<file path="config.mk">
export PLATFORM = sky130hd
export DESIGN_NAME = lc3_fetch_decode_in_src_flat
export DESIGN_NICKNAME = d
export VERILOG_FILES = /design/src/rtl/lc3_fetch_decode_in_src_pkg.sv /design/src/rtl/lc3_fetch_decode_in_src_if.sv /design/src/rtl/lc3_fetch_decode_in_src_pc_unit.sv /design/src/rtl/lc3_fetch_decode_in_src.sv /design/src/flat_wrapper.sv
export SDC_FILE = /design/constraint.sdc
export NUM_CORES = 1
export LEC_CHECK = 0
export CAP_MARGIN = 20
export CORE_AREA = 2 2 80 82
export CTS_BUF_LIST = sky130_fd_sc_hd__clkbuf_16
export DETAILED_ROUTE_END_ITERATION = 7
export DIE_AREA = 0 0 82 84
export PLACE_DENSITY = 0.68
export SYNTH_ARGS = -nofsm -noshare
export SYNTH_HDL_FRONTEND = slang
export SYNTH_SLANG_ARGS = --single-unit
</file>
<file path="constraint.sdc">
create_clock -name clock -period 2.4 [get_ports clock]
set_input_delay 0.6 -clock clock [delete_from_list [all_inputs] [get_ports clock]]
set_output_delay 0.6 -clock clock [all_outputs]
set_load 0.02 [all_outputs]
</file>
<file path="src/rtl/lc3_fetch_decode_in_src_pkg.sv">
// Shared LC-3 fetch definitions: widths, reset PC and fetch FSM states.
// No logic, no latency, no backpressure.
package lc3_fetch_pkg;

  localparam int PC_W    = 16;
  localparam int INSTR_W = 16;

  localparam logic [PC_W-1:0] PC_RESET_DEFAULT = 16'h3000;

  typedef enum logic [1:0] {
    FETCH_IDLE    = 2'd0,
    FETCH_WAIT    = 2'd1,
    FETCH_PRESENT = 2'd2
  } fetch_state_e;

endpackage

</file>
<file path="src/rtl/lc3_fetch_decode_in_src_if.sv">
// decode_in bus between fetch (master) and decode (slave).
// stall from decode holds the presented instruction in place.
interface lc3_fetch_decode_in_src_if;
  import lc3_fetch_pkg::*;

  logic [INSTR_W-1:0] Instr_dout;
  logic [PC_W-1:0]    npc_in;
  logic               enable_decode;
  logic               stall;

  modport master (
    output Instr_dout,
    output npc_in,
    output enable_decode,
    input  stall
  );

  modport slave (
    input  Instr_dout,
    input  npc_in,
    input  enable_decode,
    output stall
  );

endinterface

</file>
<file path="src/rtl/lc3_fetch_decode_in_src_pc_unit.sv">
// PC register with +1 incrementer and next-pc mux (taddr / npc / hold).
// One-cycle update; load_taddr wins over load_npc, neither means hold.
module lc3_pc_unit
  import lc3_fetch_pkg::*;
#(
  parameter logic [PC_W-1:0] PC_RESET = PC_RESET_DEFAULT
) (
  input  logic            clock,
  input  logic            reset,
  input  logic            load_taddr,
  input  logic            load_npc,
  input  logic [PC_W-1:0] taddr,
  input  logic [PC_W-1:0] npc,
  output logic [PC_W-1:0] pc,
  output logic [PC_W-1:0] pc_inc
);

  // Wraps modulo 2^16: 16'hFFFF + 1 -> 16'h0000.
  assign pc_inc = pc + PC_W'(1);

  always_ff @(posedge clock) begin
    if (reset) begin
      pc <= PC_RESET;
    end else if (load_taddr) begin
      pc <= taddr;
    end else if (load_npc) begin
      pc <= npc;
    end
  end

endmodule

</file>
<file path="src/rtl/lc3_fetch_decode_in_src.sv">
// LC-3 fetch: one outstanding imem read, instruction presented to decode until consumed (3 cycles/instr at 1-cycle memory).
// decode stall holds PRESENT; br_taken redirects and squashes. FETCH_PERF_CNT_EN adds instr/squash counters.
module lc3_fetch_decode_in_src
  import lc3_fetch_pkg::*;
#(
  parameter logic [PC_W-1:0] PC_RESET = PC_RESET_DEFAULT
) (
  input  logic               clock,
  input  logic               reset,
  input  logic               enable_fetch,
  input  logic               br_taken,
  input  logic [PC_W-1:0]    taddr,
  output logic               imem_rd,
  output logic [PC_W-1:0]    imem_addr,
  input  logic [INSTR_W-1:0] imem_dout,
  input  logic               imem_valid,
  lc3_fetch_decode_in_src_if.master dec
`ifdef FETCH_PERF_CNT_EN
  ,
  output logic [31:0]        instr_count,
  output logic [15:0]        squash_count
`endif
);

  fetch_state_e       state, state_nxt;
  logic               drop, drop_nxt;
  logic               latch;
  logic               consume;
  logic [PC_W-1:0]    pc, pc_inc;
  logic [INSTR_W-1:0] instr_q;
  logic [PC_W-1:0]    npc_q;

  lc3_pc_unit #(.PC_RESET(PC_RESET)) u_pc (
    .clock      (clock),
    .reset      (reset),
    .load_taddr (br_taken),
    .load_npc   (consume),
    .taddr      (taddr),
    .npc        (npc_q),
    .pc         (pc),
    .pc_inc     (pc_inc)
  );

  always_ff @(posedge clock) begin
    if (reset) begin
      state <= FETCH_IDLE;
      drop  <= 1'b0;
    end else begin
      state <= state_nxt;
      drop  <= drop_nxt;
    end
  end

  // A redirect in IDLE takes priority over fetching from the stale pc.
  always_comb begin
    state_nxt = state;
    drop_nxt  = drop;
    imem_rd   = 1'b0;
    latch     = 1'b0;
    consume   = 1'b0;
    unique case (state)
      FETCH_IDLE: begin
        if (enable_fetch && !br_taken && !reset) begin
          imem_rd   = 1'b1;
          drop_nxt  = 1'b0;
          state_nxt = FETCH_WAIT;
        end
      end
      FETCH_WAIT: begin
        if (imem_valid) begin
          latch     = !drop && !br_taken;
          drop_nxt  = 1'b0;
          state_nxt = (drop || br_taken) ? FETCH_IDLE : FETCH_PRESENT;
        end else if (br_taken) begin
          drop_nxt = 1'b1;
        end
      end
      FETCH_PRESENT: begin
        if (br_taken) begin
          state_nxt = FETCH_IDLE;
        end else if (!dec.stall) begin
          consume   = !reset;
          state_nxt = FETCH_IDLE;
        end
      end
      default: begin
        state_nxt = FETCH_IDLE;
      end
    endcase
  end

  always_ff @(posedge clock) begin
    if (reset) begin
      instr_q <= '0;
      npc_q   <= '0;
    end else if (latch) begin
      instr_q <= imem_dout;
      npc_q   <= pc_inc;
    end
  end

  assign imem_addr         = pc;
  assign dec.Instr_dout    = instr_q;
  assign dec.npc_in        = npc_q;
  assign dec.enable_decode = consume;

`ifdef FETCH_PERF_CNT_EN
  logic squash;
  assign squash = br_taken && (state != FETCH_IDLE);

  always_ff @(posedge clock) begin
    if (reset) begin
      instr_count  <= '0;
      squash_count <= '0;
    end else begin
      if (consume) begin
        instr_count <= instr_count + 32'd1;
      end
      if (squash && (squash_count != 16'hFFFF)) begin
        squash_count <= squash_count + 16'd1;
      end
    end
  end
`endif

endmodule

</file>
<file path="src/flat_wrapper.sv">
// flat-port wrapper written by rule: the top's interface ports become plain ports
module lc3_fetch_decode_in_src_flat import lc3_fetch_pkg::*;
#(
  parameter logic [PC_W-1:0] PC_RESET = PC_RESET_DEFAULT
)
  (clock, reset, enable_fetch, br_taken, taddr, imem_rd, imem_addr, imem_dout, imem_valid, dec_Instr_dout, dec_npc_in, dec_enable_decode, dec_stall);
  lc3_fetch_decode_in_src_if dec_i ();
  input  logic clock;
  input  logic reset;
  input  logic enable_fetch;
  input  logic br_taken;
  input  logic [PC_W-1:0] taddr;
  output logic imem_rd;
  output logic [PC_W-1:0] imem_addr;
  input  logic [INSTR_W-1:0] imem_dout;
  input  logic imem_valid;
  output wire logic [$bits(dec_i.Instr_dout)-1:0] dec_Instr_dout;
  output wire logic [$bits(dec_i.npc_in)-1:0] dec_npc_in;
  output wire logic [$bits(dec_i.enable_decode)-1:0] dec_enable_decode;
  input wire logic [$bits(dec_i.stall)-1:0] dec_stall;
  assign dec_Instr_dout = dec_i.Instr_dout;
  assign dec_npc_in = dec_i.npc_in;
  assign dec_enable_decode = dec_i.enable_decode;
  assign dec_i.stall = dec_stall;
  lc3_fetch_decode_in_src #(.PC_RESET(PC_RESET)) u_core (.clock(clock), .reset(reset), .enable_fetch(enable_fetch), .br_taken(br_taken), .taddr(taddr), .imem_rd(imem_rd), .imem_addr(imem_addr), .imem_dout(imem_dout), .imem_valid(imem_valid), .dec(dec_i));
endmodule
</file>
# Word level (Yosys, flattened, before mapping)
# Cells that the tools add are included.
dict set report classes {
  eq_ne 6
  reduce_logical 12
  mux 19
  n_addsub 1
}
# cell count
set ops {}
lappend ops {{2-to-1 mux 16 bit} 2}
lappend ops {{adder 16 x 1 -> 16 bit (second input constant)} 1}
lappend ops {{2-to-1 mux 1 bit} 10}
lappend ops {{2-to-1 mux 2 bit} 5}
lappend ops {{!= test 3 bit (second input constant)} 2}
lappend ops {{case mux 2 bit (3 select lines)} 1}
lappend ops {{AND reduction 3 bit} 2}
lappend ops {{nonzero test 2 bit} 2}
lappend ops {{logical AND 1 bit} 3}
lappend ops {{zero test 1 bit} 3}
lappend ops {{equality test 2 x 1 -> 1 bit (second input constant)} 1}
lappend ops {{equality test 2 bit (second input constant)} 1}
lappend ops {{zero test 2 bit} 1}
lappend ops {{!= test 2 x 1 -> 1 bit (second input constant)} 1}
lappend ops {{!= test 2 bit (second input constant)} 1}
lappend ops {{case mux 1 bit (2 select lines)} 1}
lappend ops {{logical OR 1 bit} 1}
dict set report totals {
  input_bits 38
  output_inout_bits 50
  regBits 51
  wordCells 43
}

# Logic depth before layout (Yosys ltp)
# Gate-level depths: netlist of the first run.
dict set report depth {
  ltp_word 6
  ltp_mapped 7
  depth_no_buf 5
}

# Hierarchy
# Synthesis of the first run repeated with hierarchy kept, for this count alone.
dict set report hier_totals {
  hier_cells 268
  area_unflattened_um2 2741.4
}
# module n_inst area_per_inst_um2 cells_each seq_area_each_um2
set by_module_without_submodules {}
lappend by_module_without_submodules {lc3_fetch_decode_in_src 1 1651.6 158 700.7}
lappend by_module_without_submodules {lc3_pc_unit 1 1089.8 110 320.3}

# Worst setup path after synthesis of the first run
# OpenSTA, ideal clock, no wires.
dict set report synth_timing {
  kind {in2out}
  start {in br_taken}
  end {out imem_rd}
  cell_stages 3
  required_ns 1.800
  setup_slack_ns 0.246
  arrival_ns 1.554
  path_buffers 1
  cell_sequence {buf_6 > nand2b_1 > nor4_1}
}
dict set report synth_via {
  elab_chain_cells 5
}
# item line
set synth_lines {}
lappend synth_lines {{start, declared} flat_wrapper.sv:11} ;# input logic br_taken;
lappend synth_lines {{zero test 1 bit} lc3_fetch_decode_in_src.sv:63} ;# if (enable_fetch && !br_taken && !reset) begin
lappend synth_lines {{logical AND 1 bit (2 in series)} lc3_fetch_decode_in_src.sv:63}
lappend synth_lines {{2-to-1 mux 1 bit} lc3_fetch_decode_in_src.sv:63}
lappend synth_lines {{2-to-1 mux 1 bit} lc3_fetch_decode_in_src.sv:61} ;# unique case (state)
lappend synth_lines {{end, declared} flat_wrapper.sv:13} ;# output logic imem_rd;
# No other way between the ends.

# Final worst setup path of the first run
dict set report layout_timing {
  start {in br_taken}
  end {out dec_enable_decode}
}
dict set report layout_via {
  elab_chain_cells 2
}
# item line
set layout_lines {}
lappend layout_lines {{2-to-1 mux 1 bit} lc3_fetch_decode_in_src.sv:79} ;# if (br_taken) begin
lappend layout_lines {{2-to-1 mux 1 bit} lc3_fetch_decode_in_src.sv:61}
lappend layout_lines {{end, declared} flat_wrapper.sv:19} ;# output wire logic [$bits(dec_i.enable_decode)-1:0] dec_enable_decode;
# No other way between the ends.

==> out/qor.yml, run 1 <==
drv_slew: 0
start_util_pct: 38.6
post-place-ws_ps: -392
clkTransAtPathRegs_ps: 70
finClkSkew_ps: 4.59
clk_path_buf_depth: 2
p_switching_mw: 0.450
ff2ff_setup_slack_ps: 580
drive_gt1_share_pct: 13.8
clock_sinks: 51
nets: 400
leakage_nw: 1.19
post-cts-setup-buffers: 0
pwr-share-comb_pct: 12.9
r2r-start: "u_core.u_pc.pc[0]"
power_frac_seq_pct: 46.6
area_growth_pct: 48.3
finalPower_mw: 1.95
fin_crit_ps: 2340
postSynthNetCount: 309
nFillCells: 578
grt_usage_pct: 18.6
yosysTopAreaCell: "dfxtp_1"
fin_ws_ps: 60.2
yosysSeqAreaShare_pct: 43.4
fp-row-count: 29
syn_area_mm2: 0.00235
clk_latency_ps: 280
hold_viol: 0
globalplace.congestion: 0.805
grt-ovfl-total: 0
cts_hold_buf: 0
internal_power_mw: 1.49
grt_max_degree: 26
cp_max_fo: 3
synth_area_leaders: "dfxtp_1 43%, nand2_1 8.6%, a21oi_1 6.0%"
io_buffers: 87
powerDensity_mw_per_mm2: 557
dp_hpwl_um: 4470
viasPerCell: 5.12
dr.first_iter.drc_count: 103
dieHeight_um: 84
rr_worst_depth: 5
wl_per_cell_um: 14.3
h-tree-depth: 2
die_area_mm2: 0.00689
critPathKind: "input port to output pin"
fmax_ghz: 0.427
root_buffer: "clkbuf_16"
cts_tree: "done"
ys_ff_latch: 51
cp.required_ps: 1800
antenna_found_initial: 0
cp-start-kind: "input port"
clockPowerShare_pct: 40.5
yosysUniqueCellTypes: 37
finalCritPeriodShare_pct: 97.5
final_common_cell: "clkdlybuf4s50_1"
fp.coreArea_mm2: 0.00610
wirelength_um: 6270
ant_nets: 0
maxCapViolCount: 0
avgSynthCellArea_um2: 8.72
finalSetupViolCount: 0
vias: 2248
multi_input_area_mm2: 0.00120
grt_pass1_wl_um: 10300
reg2reg_to: "u_core.dec.npc_in[12]"
hp-class: "flop to flop"
crit_path_start: "br_taken"
status: "finished, final reports clean"
cts_made_buffers: 5
final_cell_mix: "84 x clkdlybuf4s50_1, 54 x nand2_1, 51 x dfxtp_1"
io_pins: 88
max_slew.worst_pin.slew_ps: 380
rsz0062_at_grt: "false"
synthCells: 270
cp-end-kind: "output pin"
fp.dieW_um: 82
synth_top_area_share_pct: 43.4
ys.warnings.count: 0
seq_area_mm2: 0.00102
drc: 0
critPathCapture: "dec_enable_decode"
slew_headroom_pct: 74.6
firstDrtPassIters: 4
critPathArrivalTime_ps: 1740
netSwitchingFraction_pct: 23.1
antennaDiodeCount: 0
vdd_drop_max_mv: 0.409
grt_pass1_vias: 2160
## what timing repair did
action,4_1_cts,5_1_grt
setup endpoints to repair,2,2
pin swaps,0,1
resized for setup,9,3
## routing by layer
layer	up-vias	part of all wire [%]	global-route usage [%]
li1	1124	-	-
met1	1036	43	24.7
met2	83	47	29.3
met3	5	9.6	6.93
met4	0	0.35	2.88
met5	-	0	0
## flip-flops by register name (all words and copies together) (netlist names)
register	count
u_core.state	2
u_core.u_pc.pc	16
u_core.dec.npc_in	16
u_core.drop	1
u_core.dec.Instr_dout	16
## layout make-up
class,count,area share (%)
Tap cell,77,2.76
Timing Repair Buffer,101,28.3
Multi-Input combinational cell,197,34.4
Inverter,5,0.538
Clock inverter,3,1.11
Sequential cell,51,29.3
Clock buffer,5,3.59
## cell usage after synthesis
master and count:
nand2_1 54, dfxtp_1 51, a21oi_1 28, a211oi_1 15, nor2_1 13, nor3_1 12, xnor2_1 10, nor2_2 9
a211oi_2 8, clkbuf_1 8, a22oi_1 7, nor2b_1 7, and3_1 5, nand3_1 5, inv_1 4, a31oi_1 3
buf_6 3, nor4_1 3, and4_1 2, buf_12 2, buf_4 2, nand4_1 2, nor4_2 2, xor2_1 2
a221oi_1 1, and2_4 1, buf_1 1, buf_2 1, ha_1 1, inv_2 1, nand2_4 1, nand2b_1 1
nand4_2 1, nor3b_1 1, nor3b_4 1, nor4b_4 1, o21ai_0 1
## power by group through the flow
stage / Combinational [mW] / Sequential, mW / Clock [mW]
global route: 0.272 / 0.911 / 0.831
finish: 0.250 / 0.907 / 0.788
global placement: 0.248 / 0.924 / 0
detailed placement: 0.250 / 0.925 / 0
floorplan: 0.0904 / 0.946 / 0
CTS: 0.252 / 0.906 / 0.803
## through the flow
step	util [%]	instance area [um^2]	instances	TNS, ps	hold slack, ps
after floorplan	-	2350	270	0	532
after global placement	54.4	3320	431	-746	441
after detailed placement	54.4	3320	431	-795	446
after CTS	57.2	3480	439	0	455
after global routing	57.2	3490	439	0	475
final	57.2	3490	439	0	453
## cell families after synthesis
logic type      synth area share, %
fa+ha+maj                     0.532
buf+inv                        6.22
flops                          43.4
xor+xnor                       4.47
compound gates                 18.6
simple gates                   26.8
## critical path, stage by stage
cell and delay, ps:
clkdlybuf4s50_1 450, buf_4 170, nor3b_4 240, nand2_4 70, inv_2 80, buf_4 140
## worst min-delay path by stage
stage	from	endpoint	cells after the start
after floorplan	u_core.state[1]	u_core.drop	2
after global placement	u_core.dec.Instr_dout[15]	u_core.dec.Instr_dout[15]	2
after detailed placement	u_core.dec.Instr_dout[15]	u_core.dec.Instr_dout[15]	2
after CTS	u_core.dec.Instr_dout[12]	u_core.dec.Instr_dout[12]	2
after global routing	u_core.dec.Instr_dout[8]	u_core.dec.Instr_dout[8]	2
final	u_core.dec.Instr_dout[6]	u_core.dec.Instr_dout[6]	2
No activity file was read; power rests on OpenSTA's default activity.
==> run 2: changes to the inputs <==
- GPL_TIMING_DRIVEN: not set -> 0
==> run 2 against run 1 <==
Compared with the run above: critical path depth fell by 1; global-route usage rose by 2.2 points; final area up 0.68%; routed wire length increased by 9.3%; core utilization rose by 0.39 points; clock power shrank 11%; via count rose by 1.9%; cell count rose by 1.8%; sequential power hardly changed; worst setup slack improved by 48 ps.
==> out/qor.yml, run 2 (same netlist as run 1, synthesis figures left out) <==
drv_slew: 0
maxCapViolCount: 0
finalSetupViolCount: 0
drive_gt1_share_pct: 13.2
worst_hold_slack_ps: 455
finClkSkew_ps: 6.82
leakage_nw: 1.19
hold_start: "u_core.dec.Instr_dout[15]"
fp.dieW_um: 82
cpPeakStageDelay_ps: 310
wl_per_cell_um: 15.3
start_util_pct: 38.6
grt_usage_pct: 20.8
area_growth_pct: 49.3
die_area_mm2: 0.00689
grt-ovfl-total: 0
nets: 408
fin_ws_ps: 108
crit_path_start: "br_taken"
antennaDiodeCount: 0
post-place-ws_ps: -954
r2r-start: "u_core.state[0]"
firstDrtPassIters: 4
dr.first_iter.drc_count: 106
seq_area_mm2: 0.00102
status: "finished, final reports clean"
viasPerCell: 5.12
clk_path_buf_depth: 2
grt_pass1_wl_um: 11000
io_buffers: 86
fp.coreArea_mm2: 0.00610
hold_viol: 0
cp-end-kind: "output pin"
slew_headroom_pct: 43.1
clock_sinks: 51
cp_max_fo: 10
h-tree-depth: 2
final_common_cell: "clkdlybuf4s50_1"
vias: 2290
grt_max_degree: 17
path_buf_inv: 3
clkTransAtPathRegs_ps: 70
cts_tree: "done"
multi_input_area_mm2: 0.00120
place_area_mm2: 0.00331
grt_pass1_vias: 2231
max_slew.worst_pin.slew_ps: 853
fmax_ghz: 0.436
critPathArrivalTime_ps: 1690
critPathKind: "input port to output pin"
fp-row-count: 29
final.setup.tns_ps: 0
cp-start-kind: "input port"
clk_latency_ps: 290
critPathTopFamily: "buffers and inverters"
final_cell_mix: "83 x clkdlybuf4s50_1, 54 x nand2_1, 51 x dfxtp_1"
root_buffer: "clkbuf_16"
globalplace.congestion: 0.838
dp_hpwl_um: 4850
finalCritPeriodShare_pct: 95.5
vdd_drop_max_mv: 0.458
drc: 0
dieHeight_um: 84
hp-class: "flop to flop"
ant_nets: 0
cts_hold_buf: 0
wirelength_um: 6850
cts_made_buffers: 5
worstPathCellList: "dlygate4sd2_1 > buf_6 > nand2b_1 > nor4_2 > clkdlybuf4s15_2"
cp.required_ps: 1800
rsz0062_at_grt: "false"
io_pins: 88
fin_crit_ps: 2290
powerDensity_mw_per_mm2: 530
design_area_mm2: 0.00351
antenna_found_initial: 0
slowest_stage: "clkdlybuf4s15_2"
nFillCells: 591
[run 2: repair_timing]
action	4_1_cts	5_1_grt
endpoints found under the hold margin	0	0
setup endpoints to repair	2	1
setup buffers	2	4
resized for setup	12	1
pin swaps	1	2
[run 2: final cells by class]
class,instances,share of cell area (%)
inverters,5,0.534
multi-input cells,197,34.1
flip-flops and latches,51,29.1
plain buffers,17,3.74
clock inverters,3,0.570
clock buffers,5,3.56
well taps,77,2.74
repair buffers,92,25.7
[run 2: stage by stage]
| step | utilization, % | instances | power, mW |
|---|---|---|---|
| floorplan | - | 270 | 1.04 |
| global placement | 54.3 | 433 | 1.17 |
| detailed placement | 54.3 | 433 | 1.18 |
| CTS | 57.1 | 443 | 1.88 |
| global route | 57.6 | 447 | 1.93 |
| finish | 57.6 | 447 | 1.86 |
[run 2: power breakdown]
part / total [mW] / switching, mW / internal (mW)
Clock: 0.703 / 0.318 / 0.385
Sequential: 0.906 / 0.0356 / 0.871
Combinational: 0.253 / 0.118 / 0.136
Total: 1.86 / 0.471 / 1.39
[run 2: final timing paths]
check | endpoint | slack [ps] | cells after the start
setup / recovery | imem_rd | 110 | 5
hold / removal | u_core.dec.Instr_dout[15] | 450 | 2
setup reg to reg | u_core.u_pc.pc[0] | 570 | 5
hold reg to reg | u_core.dec.Instr_dout[15] | 450 | 2
[run 2: per-layer routing]
| metal | share of wire (%) | up-vias | wire length (um) | track usage [%] |
|---|---|---|---|---|
| met5 | 0 | - | 0 | 0 |
| met3 | 7.3 | 5 | 499 | 6.71 |
| met2 | 47 | 77 | 3190 | 31.8 |
| li1 | - | 1141 | - | - |
| met1 | 45 | 1067 | 3100 | 28.2 |
| met4 | 0.99 | 0 | 68 | 5.00 |
[run 2: worst min-delay path: stages, from the launching register on]
cell and delay (ps):
dfxtp_1 310, nand2_1 50, a21oi_1 50
==> run 3: changes to the inputs <==
==> constraint.sdc (replaced) <==
create_clock -name clock -period 2.4 [get_ports clock]
set_input_delay 0.36 -clock clock [delete_from_list [all_inputs] [get_ports clock]]
set_output_delay 0.36 -clock clock [all_outputs]
set_load 0.02 [all_outputs]
==> run 3 against run 2 <==
Compared with the run above: global-route usage about the same; core utilization decreased by 0.92 points; total power decreased by 0.29%; clock-buffer cell count unchanged; non-clock buffer count decreased by 5; final area decreased by 1.6%; sequential power about the same; cell count decreased by 1.1%; die area unchanged; register-to-register slack about the same; flip-flop and latch count unchanged; first-iteration DRC count increased by 26%; critical path type unchanged; largest power group unchanged.
==> out/qor.yml, run 3 (same netlist as run 1, synthesis figures left out) <==
worst_hold_slack_ps: 453
maxCapViolCount: 0
root_buffer: "clkbuf_16"
power_frac_seq_pct: 48.8
die_area_mm2: 0.00689
fmax_ghz: 0.451
fin_crit_ps: 2220
final.setup.tns_ps: 0
leakage_nw: 1.16
finClkSkew_ps: 7.13
start_util_pct: 38.6
io_buffers: 86
fp.dieW_um: 82
wl_per_cell_um: 15.3
ff2ff_setup_slack_ps: 580
clock_sinks: 51
post-place-ws_ps: -474
internal_power_mw: 1.39
drv_slew: 0
dp.cells: 433
antenna_found_initial: 0
cts_tree: "done"
firstDrtPassIters: 4
slowest_stage: "clkdlybuf4s50_1"
cp_max_fo: 10
final_core_util_pct: 56.7
grt_pass1_vias: 2234
finalSetupViolCount: 0
dr.first_iter.drc_count: 134
cp.required_ps: 2040
clockPowerShare_pct: 37.8
final_cell_mix: "84 x clkdlybuf4s50_1, 54 x nand2_1, 51 x dfxtp_1"
netSwitchingFraction_pct: 25.2
seq_area_mm2: 0.00102
drc: 0
finalPower_mw: 1.86
place_area_mm2: 0.00331
worstPathCellList: "clkdlybuf4s50_1 > buf_6 > nand2b_1 > nor4_1 > dlygate4sd2_1"
cp-end-kind: "output pin"
grt_max_degree: 17
io_pins: 88
multi_input_area_mm2: 0.00119
clk_latency_ps: 290
pwr-share-comb_pct: 13.4
p_switching_mw: 0.468
final_common_cell: "clkdlybuf4s50_1"
h-tree-depth: 2
critPathKind: "input port to output pin"
powerDensity_mw_per_mm2: 537
status: "finished, final reports clean"
rsz0062_at_grt: "false"
hold_viol: 0
cpPeakStageDelay_ps: 470
vias: 2277
critPathArrivalTime_ps: 1860
nets: 403
slew_headroom_pct: 41.7
clk_path_buf_depth: 2
fp.coreArea_mm2: 0.00610
hp-class: "input port to flop"
finalCritPeriodShare_pct: 92.3
max_slew.worst_pin.slew_ps: 874
layoutNonFillerInstCount: 442
dp_hpwl_um: 4850
fin_ws_ps: 184
cp-start-kind: "input port"
dieHeight_um: 84
wirelength_um: 6750
grt_pass1_wl_um: 11000
cts_made_buffers: 5
fp-row-count: 29
nFillCells: 594
grt_usage_pct: 20.7
viasPerCell: 5.15
clkTransAtPathRegs_ps: 70
grt-ovfl-total: 0
area_growth_pct: 46.9
design_area_mm2: 0.00346
ant_nets: 0
globalplace.congestion: 0.838
drive_gt1_share_pct: 11.5
antennaDiodeCount: 0
vdd_drop_max_mv: 0.458
[run 3: area by class of cell]
class                           count  share of cell area, %
Multi-Input combinational cell    197                   34.3
Sequential cell                    51                   29.5
Timing Repair Buffer               87                   24.9
Buffer                             17                   3.69
Clock buffer                        5                   3.62
Tap cell                           77                   2.79
Clock inverter                      3                  0.579
Inverter                            5                  0.543
[run 3: path summary, 6_finish.rpt]
path | from | endpoint | depth (start not counted)
min | reset | u_core.u_pc.pc[12] | 3
max | br_taken | imem_rd | 5
max reg2reg | u_core.state[0] | u_core.u_pc.pc[0] | 5
min reg2reg | u_core.dec.Instr_dout[15] | u_core.dec.Instr_dout[15] | 2
[run 3: routing by layer]
layer,vias up,GRT usage (%),part of all wire [%],wire length (um)
li1,1131,-,-,-
met1,1054,28.0,45,3000
met2,87,31.6,46,3110
met3,5,7.14,8.3,558
met4,0,5.00,1.0,68
met5,-,0,0,0
[run 3: power by group through the flow]
stage | Clock, mW | Combinational (mW) | Sequential [mW]
2_1_floorplan | 0 | 0.0904 | 0.946
3_3_place_gp | 0 | 0.248 | 0.924
3_5_place_dp | 0 | 0.250 | 0.925
4_1_cts | 0.722 | 0.250 | 0.906
5_1_grt | 0.750 | 0.270 | 0.911
6_report | 0.702 | 0.249 | 0.906
[run 3: what timing repair did]
item | 4_1_cts | 5_1_grt
pin swaps | 1 | 0
setup endpoints to repair | 2 | 1
setup buffers | 1 | 0
cloned | 0 | 0
resized for setup | 2 | 2
hold buffers | 0 | 0
endpoints found under the hold margin | 0 | 0
[run 3: critical path, delay by kind of cell]
| family | cells | cell delay [ps] |
|---|---|---|
| buf+inv | 3 | 1030 |
| simple gates | 2 | 470 |
